## config.mk

```make
export PLATFORM = sky130hd
export DESIGN_NAME = uart_tx_arbiter
export DESIGN_NICKNAME = d
export VERILOG_FILES = /design/src/rtl/uart_pkg.sv /design/src/rtl/rr_pick.sv /design/src/rtl/uart_tx_arbiter.sv
export SDC_FILE = /design/constraint.sdc
export NUM_CORES = 1
export LEC_CHECK = 0
export CORE_MARGIN = 2
export CORE_UTILIZATION = 39
export CTS_CLUSTER_SIZE = 28
export DETAILED_ROUTE_END_ITERATION = 8
export PLACE_DENSITY = 0.78
export SLEW_MARGIN = 20
export SYNTH_ARGS = -nofsm -noshare
export SYNTH_HDL_FRONTEND = slang
export SYNTH_SLANG_ARGS = --single-unit
```

## constraint.sdc

```tcl
create_clock -name clk -period 2.23 [get_ports clk]
set_clock_uncertainty 0.15 [all_clocks]
set_input_delay 0.3345 -clock clk [delete_from_list [all_inputs] [get_ports clk]]
set_output_delay 0.3345 -clock clk [all_outputs]
set_load 0.02 [all_outputs]
```

## src/rtl/uart_pkg.sv

```systemverilog
// uart_pkg -- shared definitions for the UART transmit arbiter.
//   state_t      : arbiter FSM state encoding
//   NREQ_DEFAULT : default number of byte requesters
package uart_pkg;

    localparam int unsigned NREQ_DEFAULT = 2;

    typedef enum logic [2:0] {
        ST_IDLE,
        ST_ARB,
        ST_WRITE,
        ST_WAIT_BUSY,
        ST_WAIT_DONE
    } state_t;

endpackage

```

## src/rtl/rr_pick.sv

```systemverilog
// rr_pick -- combinational pointer-based round-robin picker.
// Ports:
//   req    in  N   request vector
//   ptr    in  PW  index where the search starts (wraps modulo N)
//   winner out N   one-hot first requester at or after ptr; zero if none
//   any    out 1   high when any request bit is set
module rr_pick #(
    parameter int unsigned N  = 2,
    parameter int unsigned PW = 1
) (
    input  logic [N-1:0]  req,
    input  logic [PW-1:0] ptr,
    output logic [N-1:0]  winner,
    output logic          any
);

    int unsigned idx;
    logic        found;

    always_comb begin
        winner = '0;
        found  = 1'b0;
        idx    = 0;
        for (int unsigned off = 0; off < N; off++) begin
            idx = (32'(ptr) + off) % N;
            if (!found && req[idx]) begin
                winner[idx] = 1'b1;
                found       = 1'b1;
            end
        end
        any = found;
    end

endmodule

```

## src/rtl/uart_tx_arbiter.sv

```systemverilog
// uart_tx_arbiter -- round-robin arbiter letting NREQ byte requesters share
// one UART transmitter core.
// Ports:
//   clk        in  1       system clock (rising edge)
//   reset      in  1       asynchronous active-high reset
//   req_valid  in  NREQ    per-requester byte available
//   req_data   in  8*NREQ  per-requester byte, slice i = [8i+7:8i]
//   req_last   in  NREQ    end-of-message flag (lock build only)
//   req_ready  out NREQ    one-hot accept pulse, only in ARB
//   uart_data  out 8       byte held for the transmitter core
//   uart_wr    out 1       single-cycle write strobe
//   uart_busy  in  1       transmitter busy flag
//   grant      out NREQ    one-hot current owner, zero when idle
//   active     out 1       high whenever the FSM is not IDLE
// Build option: define UART_ARB_LOCK_EN to keep ownership with a requester
// until it transfers a byte flagged with req_last.
module uart_tx_arbiter
    import uart_pkg::*;
#(
    parameter int unsigned NREQ = NREQ_DEFAULT
) (
    input  logic              clk,
    input  logic              reset,
    input  logic [NREQ-1:0]   req_valid,
    input  logic [8*NREQ-1:0] req_data,
    input  logic [NREQ-1:0]   req_last,
    output logic [NREQ-1:0]   req_ready,
    output logic [7:0]        uart_data,
    output logic              uart_wr,
    input  logic              uart_busy,
    output logic [NREQ-1:0]   grant,
    output logic              active
);

    localparam int unsigned PW = (NREQ > 1) ? $clog2(NREQ) : 1;

    state_t          state, state_n;
    logic [NREQ-1:0] grant_n;
    logic [PW-1:0]   last_served, last_served_n;
    logic [7:0]      uart_data_n;
    logic [PW-1:0]   ptr;
    logic [PW-1:0]   gidx;
    logic [NREQ-1:0] cand;
    logic [NREQ-1:0] winner;
    logic            any;

`ifdef UART_ARB_LOCK_EN
    logic locked, locked_n;

    // While locked only the last-served requester may compete.
    always_comb begin
        cand = req_valid;
        if (locked) begin
            cand = req_valid & (NREQ'(1) << last_served);
        end
    end
`else
    logic unused_last;
    assign unused_last = ^req_last;
    assign cand        = req_valid;
`endif

    always_comb begin
        if (last_served == PW'(NREQ - 1)) begin
            ptr = '0;
        end else begin
            ptr = last_served + 1'b1;
        end
    end

    rr_pick #(
        .N  (NREQ),
        .PW (PW)
    ) u_pick (
        .req    (cand),
        .ptr    (ptr),
        .winner (winner),
        .any    (any)
    );

    always_comb begin
        gidx = '0;
        for (int unsigned i = 0; i < NREQ; i++) begin
            if (grant[i]) begin
                gidx = PW'(i);
            end
        end
    end

    always_ff @(posedge clk or posedge reset) begin
        if (reset) begin
            state       <= ST_IDLE;
            grant       <= '0;
            last_served <= PW'(NREQ - 1);
            uart_data   <= '0;
        end else begin
            state       <= state_n;
            grant       <= grant_n;
            last_served <= last_served_n;
            uart_data   <= uart_data_n;
        end
    end

`ifdef UART_ARB_LOCK_EN
    always_ff @(posedge clk or posedge reset) begin
        if (reset) begin
            locked <= 1'b0;
        end else begin
            locked <= locked_n;
        end
    end
`endif

    always_comb begin
        state_n       = state;
        grant_n       = grant;
        last_served_n = last_served;
        uart_data_n   = uart_data;
`ifdef UART_ARB_LOCK_EN
        locked_n      = locked;
`endif
        case (state)
            ST_IDLE: begin
                if (any && !uart_busy) begin
                    grant_n = winner;
                    state_n = ST_ARB;
                end
            end
            ST_ARB: begin
                if (req_valid[gidx]) begin
                    uart_data_n   = req_data[8*gidx +: 8];
                    last_served_n = gidx;
`ifdef UART_ARB_LOCK_EN
                    locked_n      = !req_last[gidx];
`endif
                    state_n       = ST_WRITE;
                end else begin
                    // Cancelled: pointer and lock stay as they were.
                    grant_n = '0;
                    state_n = ST_IDLE;
                end
            end
            ST_WRITE: begin
                state_n = ST_WAIT_BUSY;
            end
            ST_WAIT_BUSY: begin
                if (uart_busy) begin
                    state_n = ST_WAIT_DONE;
                end
            end
            ST_WAIT_DONE: begin
                if (!uart_busy) begin
                    grant_n = '0;
                    state_n = ST_IDLE;
                end
            end
            default: begin
                grant_n = '0;
                state_n = ST_IDLE;
            end
        endcase
    end

    assign req_ready = (state == ST_ARB) ? grant : '0;
    assign uart_wr   = (state == ST_WRITE);
    assign active    = (state != ST_IDLE);

endmodule

```

# Word-level counts from Yosys, hierarchy flattened
# Cells that the tools add are included.
# classes
n_addsub	2
mul	0
div	0
n_lt_le_gt_ge	5
eq_ne	8
shift	1
mux	26
bitwise_logic	2
reduce_logical	12
# op_table
operator	n
$shiftx A16 B5 Y8	1
$pmux W3 S5	1
$mux W2	7
$mux W1	12
$mux W3	3
$ne A2 B2 Y1 const B	4
$pmux W2 S4	1
$eq A3 B2 Y1 const B	2
$lt A1 B2 Y1 const B	3
$logic_and A1 B1 Y1	4
$reduce_and A4 Y1	1
$eq A3 B1 Y1 const B	1
$eq A3 B3 Y1 const B	1
$logic_not A3 Y1	1
$reduce_and A3 Y1	1
$reduce_bool A3 Y1	1
$add A1 B1 Y1 const B	2
$demux W1 S1	2
$ge A1 B1 Y1 const B	2
$logic_not A1 Y1	2
$or A2 B2 Y2	1
$reduce_and A2 Y1	1
$reduce_or A2 Y1	1
$not A1 Y1	1
# totals
reg_bits	14
latch_bits	0
ramBits	0
rom_bits	0
inputBits	23
out_inout_bits	14
n_memories	0

# Longest topological paths before layout
# Gate-level depths: netlist of the first run.
# logic_depth
word_depth	11
mapped_depth	6

# By module
# From an unflattened synthesis of the first run, not the netlist that was laid out.
# hier_totals
hier_cells	79
hier_area_um2	775.7
# by_module_without_submodules
module	n_inst	cells_each	area_per_inst_um2	seq_area_each_um2
uart_tx_arbiter	1	75	750.7	351.6
rr_pick	1	4	25.0	0.0

# Worst setup path before layout of the first run
# OpenSTA, ideal clock, no wires.
# synth_path
path_kind	register to register
from	register state[2]
to	register grant[0]
setup_time_ns	0.125
arrival_ns	1.369
required_ns	1.955
setup_slack_ns	0.586
stages_incl_launch_ff	6
n_path_buf	1
synth_period_minus_slack_ns	1.644
path_cell_list	dfrtp_1 > nor3b_2 > and2b_1 > buf_6 > nand3b_4 > mux2_4
# synth_via
elab_chain_len	4
elab_cells_between_ends	12
# synth_lines
item	line	rtl
start, declared	uart_tx_arbiter.sv:37	state_t state, state_n;
start signal, assigned	uart_tx_arbiter.sv:97	state <= state_n;
$eq A3 B2 Y1	uart_tx_arbiter.sv:122	case (state)
$reduce_or A2 Y1 (no line)	--	
$not A1 Y1 (no line)	--	
$reduce_and A4 Y1 (no line)	--	
end signal, assigned	uart_tx_arbiter.sv:98	grant <= grant_n;
end, declared	uart_tx_arbiter.sv:31	output logic [NREQ-1:0] grant,
# Several ways; a longest one is shown, not always the timed one.
# A chain may end at the register's enable or synchronous reset.

# Worst setup path after layout of the first run
# layout_path
from	register state[1]
to	output uart_wr
# layout_via
elab_chain_len	1
# layout_lines
item	line	rtl
$eq A3 B2 Y1	uart_tx_arbiter.sv:165	assign uart_wr = (state == ST_WRITE);
end, declared	uart_tx_arbiter.sv:29	output logic uart_wr,
# No other way between the ends.

==> impl_metrics.toml, run 1 <==
[grt]
grt.overflow.total = 0
grt_usage = 0.1727
first_global_vias = 634
grt_start_max_net_pins = 15
grt_pass1_wl_mm = 2.628
antenna_found_initial = 0

[floorplan]
dieArea_um2 = 2274
ios = 37
core_um2 = 1764
die_h_um = 47.69
placementRows = 15
die_w_um = 47.69
initial_core_util = 0.4220

[cts]
clkLatencyLatePin_ns = 0.28
cts_setup_buffers = 0
cts_tree = "done"
cts_max_path_buffers = 2
clock_sinks = 14
cts_resized = 4
cts_buffers = 3
path_clk_slew_ns = 0.09
htreeDepth = 1
clock-root-buffer = "clkbuf_4"
ctsHoldBuffers = 0

[critical_path]
worstPathMaxFanout = 6
rr_worst_depth = 4
arrival_ns = 1.62
critPathLaunch = "state[1]"
end_kind = "output port"
critical_path_class = "flip-flop to output port"
start_kind = "flip-flop"
cp.required_ns = 1.75
r2r-start = "state[2]"
endpoint = "uart_wr"
ff2ff_setup_slack_ns = 0.43
rr_endpoint = "grant[0]"

[finish]
syn2layout_area_growth_pct = 53.11
diodes = 0
drive_above_1_share = 0.1091
nets = 134
final_area_um2 = 1140
n_fill_cell = 165

[yosys]
async_reset_ff_frac = 1.000
yosys.area.top_type = "dfrtp_1"
ys_top_cells_by_area = "dfrtp_1, mux2i_1, a21oi_1"
synth_area_per_cell_um2 = 10.06
yosysTopAreaCellShare = 0.4370
yosys_warnings = 0
synth_common_cells = "dfrtp_1, a21oi_1, nor2_1, mux2i_1, o21ai_0"
synth.most_common_cell = "dfrtp_1"
synth_cells = 74
synth_edf_count = 0
ys.flop_type = "dfrtp_1"
yosysSeqAreaShare = 0.4723
ys_ff_latch = 14
syn-cell-area_um2 = 744.5
netlist-cell-type-count = 22
synth_fp_nets = 97

[timing]
relSlewSlack = 0.6429
hold_slack_ns = 0.2269
setup_viol = 0
hold_violations = 0
min_period_ns = 2.104
fin_crit_sh = 0.9437
rsz0062_at_grt = "false"
worst_slew_pin_slew_ns = 0.5351
report.final.slew_viol_count = 0
setup_ws_ns = 0.1256
tns_ns = 0
fmax_ghz = 0.4752

[placed_design]
place_hpwl_mm = 1.339
post-place-ws_ns = 0.1668
place_congestion = 0.7512
io_buffers = 34
dpl-instance-area_um2 = 1101

[power]
peakVddDrop_uv = 708.0
power_density_nw_per_um2 = 1345
p_leak_nw = 0.4851

[routing]
firstDrtPassIters = 4
vias = 656
ant_nets = 0
avgViaCountPerCell = 4.859
drc_errors = 0
wl_per_cell_um = 12.55
wirelength_mm = 1.694
drt_iter0_markers = 6

[worst_hold_path]
hp-class = "input port to async pin"

[status]
status = "complete, no violations"

[flow_run]
drv_cap = 0
-- area by class of cell --
cell class | count | area [um2] | share of cell area
Clock buffer | 4 | 36.28 | 0.03183
Inverter | 3 | 11.26 | 0.009879
Multi-Input combinational cell | 53 | 357.8 | 0.3139
Sequential cell | 14 | 351.6 | 0.3085
Tap cell | 25 | 31.28 | 0.02744
Timing Repair Buffer | 36 | 351.6 | 0.3085
-- worst max-delay path: stages, from the launching register on --
cell and delay (ns):
dfrtp_1 0.48, inv_1 0.10, nor3_1 0.13, clkdlybuf4s50_1 0.62
-- placed cells by master (no fill, tap or decap) --
cell type | Yosys | layout
buf_4 | 2 | 2
clkbuf_8 | 0 | 1
nor2_1 | 11 | 11
nand2_1 | 3 | 3
nand3b_4 | 1 | 1
a211oi_1 | 1 | 1
or3_1 | 1 | 1
and3b_1 | 1 | 1
clkdlybuf4s50_1 | 0 | 31
dfstp_2 | 1 | 1
o21ai_0 | 4 | 4
clkbuf_4 | 0 | 3
mux2_4 | 2 | 2
dfrtp_1 | 13 | 13
inv_1 | 3 | 3
dlygate4sd2_1 | 0 | 3
a21oi_1 | 11 | 11
nand2b_1 | 1 | 1
and2_1 | 3 | 3
nor3b_4 | 0 | 1
nor3_1 | 2 | 2
or2_2 | 1 | 1
and2b_1 | 1 | 1
mux2i_1 | 9 | 9
-- how the worst min path moves through the flow --
| stage | startpoint | depth (start not counted) | end | slack, ns |
|---|---|---|---|---|
| global placement | uart_data[4] | 2 | uart_data[4] | 0.36 |
| finish | reset | 2 | uart_data[7] | 0.23 |
| CTS | reset | 2 | uart_data[2] | 0.25 |
| global route | reset | 2 | state[1] | 0.29 |
| floorplan | reset | 1 | grant[0] | 0.07 |
| detailed placement | uart_data[4] | 2 | uart_data[4] | 0.37 |
-- cells by family (layout without fill, tap and decap cells) --
kind of cell	after synthesis	after routing	share of synthesized area
simple gates	26	26	0.2000
compound gates	16	16	0.1109
flops	14	14	0.4723
mux	11	11	0.1614
buf+inv	7	43	0.05545
-- power by group --
group | internal (mW) | leakage, nW | switching, mW
Sequential | 0.371 | 0.163 | 0.114
Clock | 0.0995 | 0.0210 | 0.0896
Combinational | 0.447 | 0.301 | 0.412
-- stage by stage --
stage	power, mW	utilization	std cells
after floorplan	1.025	-	74
after global placement	1.326	0.6241	131
after detailed placement	1.356	0.6241	131
after CTS	1.545	0.6461	135
after global routing	1.633	0.6461	135
final	1.533	0.6461	135
-- per-layer routing --
layer,GRT usage,vias to the layer above,part of all wire
li1,-,326,-
met1,0.2042,302,0.39
met2,0.2613,22,0.54
met3,0.04151,6,0.036
met4,0.1459,0,0.031
met5,0,-,0
-- registers in the layout (all words and copies together) (netlist names) --
name,flops
grant,2
state,3
last_served,1
uart_data,8
(Power assumes the default switching activity.)
==> run 2: changes to the inputs <==
Settings changed: CORE_MARGIN 2 to 1.5, CTS_CLUSTER_DIAMETER set to 200.
==> run 2 against run 1 <==
Sequential power shrank 3%; total power shrank 2.7%; clock power shrank 22%; setup slack gained 0.040 ns; wire length shrank 7.0%; combinational power grew 2%; critical path type unchanged; largest cell class is now buffers; largest power group unchanged; highest routed layer unchanged.
==> impl_metrics.toml, run 2 (same netlist as run 1, synthesis figures left out) <==
[power]
power.share.clock = 0.098
pwr-share-seq = 0.316
p_leak_nw = 0.4843
p_sw_frac = 0.3994
p_sw_mw = 0.5959
power_density_nw_per_um2 = 1312
peakVddDrop_uv = 795.0
power.internal_mw = 0.8961
comb_power_share = 0.585

[finish]
final_common_cell = "clkdlybuf4s50_1"
nets = 135
final_cell_mix = "clkdlybuf4s50_1, dfrtp_1, nor2_1, a21oi_1, mux2i_1"
drive_above_1_share = 0.1081
diodes = 0
fin_cells = 136
syn2layout_area_growth_pct = 52.77
max_flop_register = "uart_data"
reg.largest.list = "uart_data: 8 flops, state: 3 flops, grant: 2 flops"
largest_reg_flops = 8

[worst_hold_path]
hp-class = "input port to async pin"

[placed_design]
place_hpwl_mm = 1.253
dpl.cell_count = 132
io_buffers = 34
place_congestion = 0.7550

[cts]
cts_tree = "done"
path_clk_slew_ns = 0.08
htreeDepth = 1
clkLatencyLatePin_ns = 0.27
cts_max_path_buffers = 2
cts_buffers = 3
clock_sinks = 14
clock-root-buffer = "clkbuf_4"
ctsHoldBuffers = 0

[timing]
report.final.slew_viol_count = 0
worst_slew_pin_slew_ns = 0.5450
fin_crit_sh = 0.9256
min_period_ns = 2.064
hold_violations = 0
relSlewSlack = 0.6363
tns_ns = 0
setup_viol = 0
rsz0062_at_grt = "false"
fmax_ghz = 0.4845

[floorplan]
die_h_um = 46.69
die_w_um = 46.69
initial_core_util = 0.4220
ios = 37
placementRows = 15
dieArea_um2 = 2180
core_um2 = 1764

[grt]
grt_usage = 0.1589
grt_pass1_wl_mm = 2.380
grt.overflow.total = 0
antenna_found_initial = 0
first_global_vias = 556
grt_start_max_net_pins = 15

[routing]
vias = 651
drc_errors = 0
wirelength_mm = 1.575
drt_iter0_markers = 7
ant_nets = 0
avgViaCountPerCell = 4.787
wl_per_cell_um = 11.58
firstDrtPassIters = 4

[critical_path]
worstPathMaxFanout = 6
start_kind = "flip-flop"
end_kind = "output port"
arrival_ns = 1.58
cp.required_ns = 1.75
critical_path_class = "flip-flop to output port"

[flow_run]
drv_cap = 0

[status]
status = "complete, no violations"
==> run 2: cell count changes in the layout (fill, tap and decap cells not counted), sizes merged <==
cell	change
buf	+1
==> run 2: layout make-up <==
type / count / area, um2
fill: 170 / 626.9
sequential: 14 / 351.6
tap: 25 / 31.28
multi-input combinational: 53 / 357.8
timing repair buffer: 37 / 359.1
inverter: 3 / 11.26
clock buffer: 4 / 26.28
==> run 2: through the flow <==
stage / setup slack, ns / area, um2 / utilization / hold WS [ns] / power (mW)
floorplan: 0.5861 / 744.5 / - / 0.07300 / 1.025
global placement: 0.2349 / 1109 / 0.6284 / 0.3617 / 1.334
detailed placement: 0.2207 / 1109 / 0.6284 / 0.3688 / 1.358
CTS: 0.1489 / 1137 / 0.6447 / 0.2772 / 1.510
global route: 0.09570 / 1137 / 0.6447 / 0.3030 / 1.603
finish: 0.1660 / 1137 / 0.6447 / 0.2743 / 1.492
==> run 2: worst paths after layout <==
path                              start           end  slack, ns  cells past startpoint
setup / recovery               state[1]       uart_wr       0.17                      3
hold / removal                    reset      grant[1]       0.27                      2
setup reg to reg               state[2]      grant[0]       0.53                      4
hold reg to reg            uart_data[0]  uart_data[0]       0.39                      2
max in group asynchronous         reset   last_served       1.29                      2
min in group clk           uart_data[0]  uart_data[0]       0.39                      2
==> run 2: power groups by stage <==
stage	sequential (mW)	clock, mW	combinational (mW)
after CTS	0.472	0.154	0.884
final	0.472	0.147	0.873
after detailed placement	0.472	0	0.886
after floorplan	0.554	0	0.471
after global routing	0.488	0.167	0.948
after global placement	0.464	0	0.870
==> run 2: routing by layer <==
layer | part of all wire | GRT usage | vias to the layer above
met5 | 0 | 0 | -
met3 | 0.031 | 0.03529 | 2
li1 | - | - | 328
met1 | 0.42 | 0.1976 | 304
met2 | 0.53 | 0.2639 | 17
met4 | 0.012 | 0.06667 | 0
==> run 2: repair_timing <==
action,CTS,global route
setup buffers,0,0
hold endpoints to repair,0,0
endpoints found under the setup margin,2,0
resized for setup,4,0
==> run 2: worst max-delay path, cell delays in order (launching register included) <==
cell	delay (ns)
dfrtp_1	0.47
inv_1	0.08
nor3_1	0.13
clkdlybuf4s50_1	0.62
==> run 3: changes to the inputs <==
Settings changed: GPL_ROUTABILITY_DRIVEN set to 0.
==> results of run 3 <==
No change in the layout: final DEF, timing and power equal those of run 2.
==> edit (config.mk and constraints of run 1) <==
Build with the macro `UART_ARB_LOCK_EN` defined.
--- a/src/rtl/uart_tx_arbiter.sv
+++ b/src/rtl/uart_tx_arbiter.sv
@@ -14,6 +14,8 @@
 //   active     out 1       high whenever the FSM is not IDLE
 // Build option: define UART_ARB_LOCK_EN to keep ownership with a requester
 // until it transfers a byte flagged with req_last.
+`define UART_ARB_LOCK_EN
+
 module uart_tx_arbiter
     import uart_pkg::*;
 #(
Check against the original RTL: not equivalent (a bounded check fails within 10 cycles, from zero or initial values and one cycle with reset high).
==> edit against run 1 <==
Sequential cell count rose by 1. Wire length rose by 3.3%. Cell area rose by 7.6%. Via count rose by 13%. Worst setup slack improved by 0.021 ns. Total power fell by 6.5%. Critical path depth fell by 1. Sequential power rose by 3%. Synthesized area rose by 13%. Largest power group unchanged.
==> edit: results (changes against run 1) <==
[route]
drt_wl_total_um=1750  ; was 1690 um
viasPerCell=4.93  ; was 4.86
drt_iter0_drc=10  ; was 6

[logic_synthesis]
avgSynthCellArea_um2=9.68  ; was 10.1 um^2
synth_area_leaders=dfrtp_1 42%, mux2i_1 13%, a21oi_1 7.1%, nor2_1 6.2%, dfstp_2 3.1%  ; was dfrtp_1 44%, mux2i_1 12%, a21oi_1 7.4%, nor2_1 5.5%, mux2_4 4.0%
netlist-cell-type-count=28  ; was 22
syn_nets=110  ; was 97
synth_top_cells_by_count=14 x dfrtp_1, 14 x nor2_1, 12 x a21oi_1  ; was 13 x dfrtp_1, 11 x a21oi_1, 11 x nor2_1

[power_and_ir_drop]
ir_drop_mv=0.533  ; was 0.708 mV
p_switching_uw=581  ; was 616 uW
p_leak_uw=0.000515  ; was 0.000485 uW

[critical_path]
r2r_setup_slack_ns=0.57  ; was 0.43 ns
crit_end=active  ; was uart_wr
slowest_stage=or3_2  ; was clkdlybuf4s50_1
cp_slowest_stage_delay_ns=0.51  ; was 0.62 ns
worstPathArrival_ns=1.60  ; was 1.62 ns
cp_max_fo=7  ; was 6
r2r_cells=5  ; was 4
r2r_end=uart_data[5]  ; was grant[0]
crit_path_start=state[2]  ; was state[1]

[sta]
tightest_slew_ns=0.530  ; was 0.535 ns
fmax_mhz=480  ; was 475 MHz

[global_route]
grt_max_degree=17  ; was 15
track_usage_pct=14.5  ; was 17.3%
grt_pass1_wl_um=2800  ; was 2630 um
grt_pass1_vias=641  ; was 634

[place]
place_congestion=0.822  ; was 0.751
hpwl_um=1370  ; was 1340 um
dp_slack_ns=0.251  ; was 0.167 ns

[clock_tree]
cts_setup_buffers=0  ; unchanged

[finish]
top_regs=uart_data: 8 flops, state: 3 flops, grant: 2 flops  ; unchanged
nFillCells=172  ; was 165
layout-drive-gt1-share_pct=11.4  ; was 10.9%
finalNonFillerCells=150  ; was 135

[run_status]
status=finished, final reports clean  ; unchanged

edit: cell types whose count changed after synthesis, moves of 2 or more:
cell             run 1  this run
and2_2               0         2
clkbuf_2             0         2
mux2_4               2         0
mux2i_1              9        11
nand2_1              3         6
nor2_1              11        14
nor3_1               2         0
edit: how the worst min path moves through the flow:
stage	start	to	slack, ns	cells after the start
2_1_floorplan	reset	grant[0]	0.09	1
3_5_place_dp	grant[0]	grant[0]	0.37	1
3_3_place_gp	grant[0]	grant[0]	0.34	1
6_report	reset	uart_data[6]	0.24	2
5_1_grt	reset	grant[0]	0.29	2
4_1_cts	reset	uart_data[6]	0.26	2
edit: per-layer routing:
layer	share of wire [%]	global-route usage [%]	vias to the layer above
li1	-	-	374
met1	43	18.0	341
met2	51	23.9	23
met3	4.9	3.57	2
met4	0.97	6.31	0
met5	0	0	-
edit: metrics by stage:
step                hold WS (ns)  area, um^2
global placement           0.344        1200
detailed placement         0.368        1200
global route               0.292        1230
CTS                        0.260        1220
floorplan                 0.0853         842
finish                     0.237        1230
edit: cells by family after synthesis:
| kind of cell | synth area share [%] |
|---|---|
| mux | 13.1 |
| flops | 44.7 |
| compound gates | 14.4 |
| buf+inv | 7.28 |
| simple gates | 20.5 |
edit: layout make-up:
cell class / instances / area [um^2] / area share [%]
timing repair buffer: 38 / 374 / 30.5
clock inverter: 1 / 5.00 / 0.408
tap: 27 / 33.8 / 2.76
sequential: 15 / 377 / 30.7
multi-input combinational: 64 / 407 / 33.2
clock buffer: 3 / 22.5 / 1.84
inverter: 2 / 7.51 / 0.612
edit: power groups by stage:
stage / clock, uW / combinational (uW) / sequential [uW]
detailed placement: 0 / 797 / 504
finish: 155 / 778 / 500
floorplan: 0 / 430 / 575
CTS: 159 / 789 / 497
global route: 180 / 847 / 518
global placement: 0 / 787 / 496
edit: critical path, delay by kind of cell, from the launching register on:
family                 cells  cell delay (ns)
and+or+nand+nor            1             0.51
DFF                        1             0.48
buffers and inverters      1             0.33
